$ cat config.mk
export PLATFORM = sky130hd
export DESIGN_NAME = bcd_scan_display
export DESIGN_NICKNAME = d
export VERILOG_FILES = /design/src/rtl/bcd_scan_display.sv
export SDC_FILE = /design/constraint.sdc
export NUM_CORES = 1
export LEC_CHECK = 0
export ABC_AREA = 1
export CAP_MARGIN = 20
export CORE_MARGIN = 1.5
export CORE_UTILIZATION = 50
export DETAILED_ROUTE_END_ITERATION = 10
export GPL_TIMING_DRIVEN = 0
export HOLD_SLACK_MARGIN = 0.06
export PLACE_DENSITY = 0.8
export SLEW_MARGIN = 10
export SYNTH_ARGS = -nofsm -noshare
export SYNTH_HDL_FRONTEND = slang
export SYNTH_SLANG_ARGS = --single-unit
$ cat constraint.sdc
create_clock -name CLK -period 4.1 [get_ports CLK]
set_input_delay 0.41 -clock CLK [delete_from_list [all_inputs] [get_ports CLK]]
set_output_delay 0.41 -clock CLK [all_outputs]
set_load 0.1 [all_outputs]
$ cat src/rtl/bcd_scan_display.sv
// Multiplexed 4-digit seven-segment driver for a BCD counter chain.
// Inputs are captured once per frame; outputs are registered and decoded from next-state values.
module bcd_scan_display #(
  parameter int REFRESH_DIV    = 50000,
  parameter bit SEG_ACTIVE_LOW = 1'b1,
  parameter bit AN_ACTIVE_LOW  = 1'b1
) (
  input  logic        CLK,
  input  logic        RST_N,
  input  logic        enable,
  input  logic [15:0] digits,
  input  logic [3:0]  dp_in,
  input  logic        blank_lz,
  output logic [6:0]  seg,
  output logic        dp,
  output logic [3:0]  an,
  output logic        frame_done
);

  localparam int            CW      = (REFRESH_DIV > 2) ? $clog2(REFRESH_DIV) : 1;
  localparam logic [CW-1:0] CNT_MAX = CW'(REFRESH_DIV - 1);
  localparam logic [6:0]    SEG_OFF = {7{SEG_ACTIVE_LOW}};
  localparam logic          DP_OFF  = SEG_ACTIVE_LOW;
  localparam logic [3:0]    AN_OFF  = {4{AN_ACTIVE_LOW}};

  typedef enum logic [1:0] {
    SLOT0 = 2'd0,
    SLOT1 = 2'd1,
    SLOT2 = 2'd2,
    SLOT3 = 2'd3
  } slot_e;

  slot_e         state_q, state_d;
  logic [CW-1:0] cnt_q, cnt_d;
  logic [15:0]   shadow_dig_q, shadow_dig_d;
  logic [3:0]    shadow_dp_q, shadow_dp_d;
  logic [6:0]    seg_q, seg_d;
  logic          dp_q, dp_d;
  logic [3:0]    an_q, an_d;
  logic          fd_q, fd_d;

  logic          tick;
  logic          wrap;
  logic          blanked;
  logic          lit;
  logic [3:0]    cur_digit;

  function automatic logic [6:0] seg_map(input logic [3:0] d);
    logic [6:0] s;
    case (d)
      4'd0:    s = 7'b0111111;
      4'd1:    s = 7'b0000110;
      4'd2:    s = 7'b1011011;
      4'd3:    s = 7'b1001111;
      4'd4:    s = 7'b1100110;
      4'd5:    s = 7'b1101101;
      4'd6:    s = 7'b1111101;
      4'd7:    s = 7'b0000111;
      4'd8:    s = 7'b1111111;
      4'd9:    s = 7'b1101111;
      default: s = 7'b1000000;
    endcase
    return s;
  endfunction

  always_ff @(posedge CLK or negedge RST_N) begin
    if (!RST_N) begin
      state_q      <= SLOT0;
      cnt_q        <= '0;
      shadow_dig_q <= '0;
      shadow_dp_q  <= '0;
      seg_q        <= SEG_OFF;
      dp_q         <= DP_OFF;
      an_q         <= AN_OFF;
      fd_q         <= 1'b0;
    end else begin
      state_q      <= state_d;
      cnt_q        <= cnt_d;
      shadow_dig_q <= shadow_dig_d;
      shadow_dp_q  <= shadow_dp_d;
      seg_q        <= seg_d;
      dp_q         <= dp_d;
      an_q         <= an_d;
      fd_q         <= fd_d;
    end
  end

  always_comb begin
    tick         = enable && (cnt_q == CNT_MAX);
    wrap         = tick && (state_q == SLOT3);
    cnt_d        = cnt_q + 1'b1;
    state_d      = state_q;
    shadow_dig_d = shadow_dig_q;
    shadow_dp_d  = shadow_dp_q;
    fd_d         = wrap;

    if (!enable || tick) begin
      cnt_d = '0;
    end
    if (!enable) begin
      state_d = SLOT0;
    end else if (tick) begin
      state_d = slot_e'(state_q + 2'd1);
    end
    // enable low keeps the shadow transparent so the first slot after enable shows live data
    if (!enable || wrap) begin
      shadow_dig_d = digits;
      shadow_dp_d  = dp_in;
    end

    cur_digit = 4'd0;
    blanked   = 1'b0;
    case (state_d)
      SLOT0: cur_digit = shadow_dig_d[3:0];
      SLOT1: begin
        cur_digit = shadow_dig_d[7:4];
        blanked   = (shadow_dig_d[15:4] == 12'd0);
      end
      SLOT2: begin
        cur_digit = shadow_dig_d[11:8];
        blanked   = (shadow_dig_d[15:8] == 8'd0);
      end
      SLOT3: begin
        cur_digit = shadow_dig_d[15:12];
        blanked   = (shadow_dig_d[15:12] == 4'd0);
      end
      default: begin
        cur_digit = 4'd0;
        blanked   = 1'b0;
      end
    endcase

    lit  = enable && !(blank_lz && blanked);
    seg_d = SEG_OFF;
    dp_d  = DP_OFF;
    an_d  = AN_OFF;
    if (lit) begin
      seg_d = seg_map(cur_digit) ^ {7{SEG_ACTIVE_LOW}};
      dp_d  = shadow_dp_d[state_d] ^ SEG_ACTIVE_LOW;
      an_d  = (4'b0001 << state_d) ^ {4{AN_ACTIVE_LOW}};
    end
  end

  assign seg        = seg_q;
  assign dp         = dp_q;
  assign an         = an_q;
  assign frame_done = fd_q;

endmodule

==> impl_results.md <==
- Final RePlAce weighted congestion: 0.819
- CP dominant cell by count: nand3_1
- Post-layout util: 0.629
- Final TNS setup: 0 ns
- Slew headroom: 0.342
- Post-synth cell types: 39
- Initial Util: 0.518
- Clock transition at path regs: 0.09 ns
- Die Ht: 75.5 µm
- R2r startpoint: cnt_q[0]$_DFF_PN0_
- Top cell type's share of synthesized area: 0.371
- N_diodes: 0
- Peak supply drop: 0.205 mV
- Part of the power in combinational logic: 0.188
- Internal Power: 785 µW
- Hold Path Class: input pin to async pin
- R2R setup slack: 1.37 ns
- GR Overflow Total: 0
- Switch share: 0.281
- RSZ-0062 raised after global routing: no
- Fmax: 0.366 GHz
- Postcts setup bufs: 0
- CTS Hold Buffers Added: 0
- Antenna-violating nets left: 0
- Num CTS Buffers: 5
- CTS HTree Levels: 2
- Layout area overhead: 21.3%
- Worst EP required: 4.33 ns
- Cell Rows: 26
- Nets: 401
- Slowest-stage cell, CP: dfrtp_1
- Fillers: 469
- Power density cells: 342 nW/µm²
- Synth Warn #: 0
- CTS tree: yes
- CP top delay family: simple AND/OR/NAND/NOR gates
- Proportion of power drawn by the clock network: 0.313
- # Max-Cap Violations: 0
- Element type at the critical path end: flop
- R2R depth: 16
- CP Cell Sequence: ha_1, nand3_2, nor2_4, nand2_4, o21bai_4, buf_4, nand2_1, o21ai_0, nor2_1, nor2_1, inv_1, ha_1, inv_1, nand3_1, nand3_1, nand3_1
- Syn_area_per_cell: 8.05 µm²
- Clk sink count: 51
- Post-cts resize count: 0
- Psw: 307 µW
- Clock Path Buffers: 2
- Vias in the first global route: 2142
- Setup-failing EPs final: 0
- Yosys top cell by area: dfrtp_1
- Slowest stage delay, CP: 0.37 ns
- Sequential cell area fraction in the yosys report: 0.491
- Top cells by area, synth: dfrtp_1 (37%), nand2_1 (14%), dfstp_2 (12%)
- Top FF cell, synth: dfrtp_1
- Clk_skew: 0.0138 ns
- Gr usage total: 0.217
- Initial antenna violation count: 0
- Clock root buffer master: clkbuf_8
- Syn Inst Count: 327
- Total Wirelength: 5.29 mm
- Ys async rst share: 1.00
- Crit Path Category: flop to flop
- Crit start category: flop
- Routed vias: 2195
- CP bufs+invs: 3
- Core box area: 5070 µm²
- Worst skew pair latency: 0.31 ns
- Total leakage power: 1.57 nW
- I/O pins: 37
- Final Max Slew Viols: 0
- Largest net degree at the start of global routing: 29
- Reg power frac: 0.499
- Layout cells sized above 1: 0.116
- Drt first pass iters: 4
- First-pass GRT wire length: 9.20 mm
- DIE WIDTH: 75.5 µm
- FF+latch count, synth: 51
- Reg2reg end: seg[3]$_DFF_PN1_
- Maximum fanout along the worst path: 10
- Final Hold Fails: 0
- Remaining DRCs: 0
- Avg WL per Cell: 12.0 µm
- Worst slew pin tran: 0.984 ns
- Iter 0 DRT Violations: 89
- Post-synth EDFFs: 0
- Post-DP HPWL: 4.03 mm
- CP arrival: 2.96 ns
- Mean number of vias per cell: 4.98
- Crit share post-route: 0.666
- Outcome: finished clean
- DIE AREA: 5710 µm²
- PortBufs: 35
- Synth Net Count: 358
- Min cycle time layout: 2.73 ns
- Mapped Area: 2630 µm²
==> cells in the mapped netlist (4+ instances only) <==
library cell  number
nand2_1           99
dfrtp_1           39
inv_1             38
nor2_1            35
nand3_1           32
dfstp_2           12
ha_1               7
nor3_1             6
nor3b_1            6
o21ai_0            6
a21oi_1            4
nand2_2            4
==> per-stage QoR <==
step	hold slack, ns	setup WS, ns	area (µm²)	power (mW)	instances
detailed placement	0.425	1.37	3080	0.760	433
global route	0.103	1.05	3190	1.15	441
CTS	0.0901	1.34	3190	1.10	441
finish	0.0730	1.37	3190	1.09	441
global placement	0.447	1.17	3070	0.754	432
floorplan	0.114	1.75	2630	0.692	327
==> cell families after synthesis <==
group / after synthesis / share of synthesized area
AOI/OAI and AO/OA: 21 / 0.0528
buffers and inverters: 47 / 0.0747
DFF: 51 / 0.491
adders and majority gates: 7 / 0.0333
and+or+nand+nor: 199 / 0.342
xor gates and xnor gates: 2 / 0.00666
==> flip-flops by register name (all words and copies together) (netlist names) <==
signal,flops
shadow_dp_q,4
shadow_dig_q,16
frame_done,1
dp,1
seg,7
state_q,2
cnt_q,16
an,4
==> per-layer routing <==
metal	vias to the layer above	share of wire	track usage
met1	1035	0.44	0.254
met5	-	0	0
met3	7	0.032	0.0437
met2	37	0.52	0.392
met4	0	0.015	0.0794
li1	1116	-	-
==> worst register-to-register path, stage by stage (launching register included) <==
cell      delay (ns)
dfrtp_1         0.37
ha_1            0.21
nand3_2         0.15
nor2_4          0.20
nand2_4         0.09
o21bai_4        0.23
buf_4           0.22
nand2_1         0.07
o21ai_0         0.11
nor2_1          0.07
nor2_1          0.29
inv_1           0.11
ha_1            0.20
inv_1           0.05
nand3_1         0.09
nand3_1         0.11
nand3_1         0.08
==> layout make-up <==
type	instances	area (µm²)	share of cell area
tap	70	87.6	0.0275
inverter	41	154	0.0482
buffer	6	42.5	0.0133
timing repair buffer	36	365	0.115
sequential	51	1290	0.405
multi-input combinational	229	1140	0.358
clock buffer	7	76.3	0.0239
clock inverter	1	30.0	0.00941
==> worst max path at each step <==
stage	startpoint	slack (ns)	depth (start not counted)	endpoint
final	cnt_q[0]$_DFF_PN0_	1.37	16	seg[3]$_DFF_PN1_
after global routing	cnt_q[0]$_DFF_PN0_	1.05	16	seg[0]$_DFF_PN1_
after CTS	cnt_q[0]$_DFF_PN0_	1.34	16	seg[3]$_DFF_PN1_
after detailed placement	cnt_q[0]$_DFF_PN0_	1.37	16	seg[3]$_DFF_PN1_
after global placement	RST_N	1.17	1	shadow_dp_q[0]$_DFF_PN0_
after floorplan	cnt_q[0]$_DFF_PN0_	1.75	16	seg[0]$_DFF_PN1_
==> cells in the final DEF, fill, tap and decap left out, drive strengths merged <==
master         count
and3               1
nand2            104
xnor2              1
nand4              4
xor2               1
a22o               1
dfrtp             39
o21bai             3
nand3             33
buf                7
o21ai              9
clkdlybuf4s50     34
or2                2
clkbuf             8
dfstp             12
nor3b              6
nor3               6
a211oi             1
nor2              41
a31oi              1
and2               2
ha                 7
o22ai              1
o21a               1
bufinv             1
a21oi              4
inv               41
==> power groups by stage <==
stage	Combinational [mW]	Sequential (mW)	Clock, mW
floorplan	0.0760	0.616	0
global placement	0.200	0.554	0
detailed placement	0.205	0.555	0
CTS	0.206	0.545	0.350
global route	0.226	0.548	0.376
finish	0.205	0.545	0.342
Note: power is estimated with default switching activity, not from simulation.
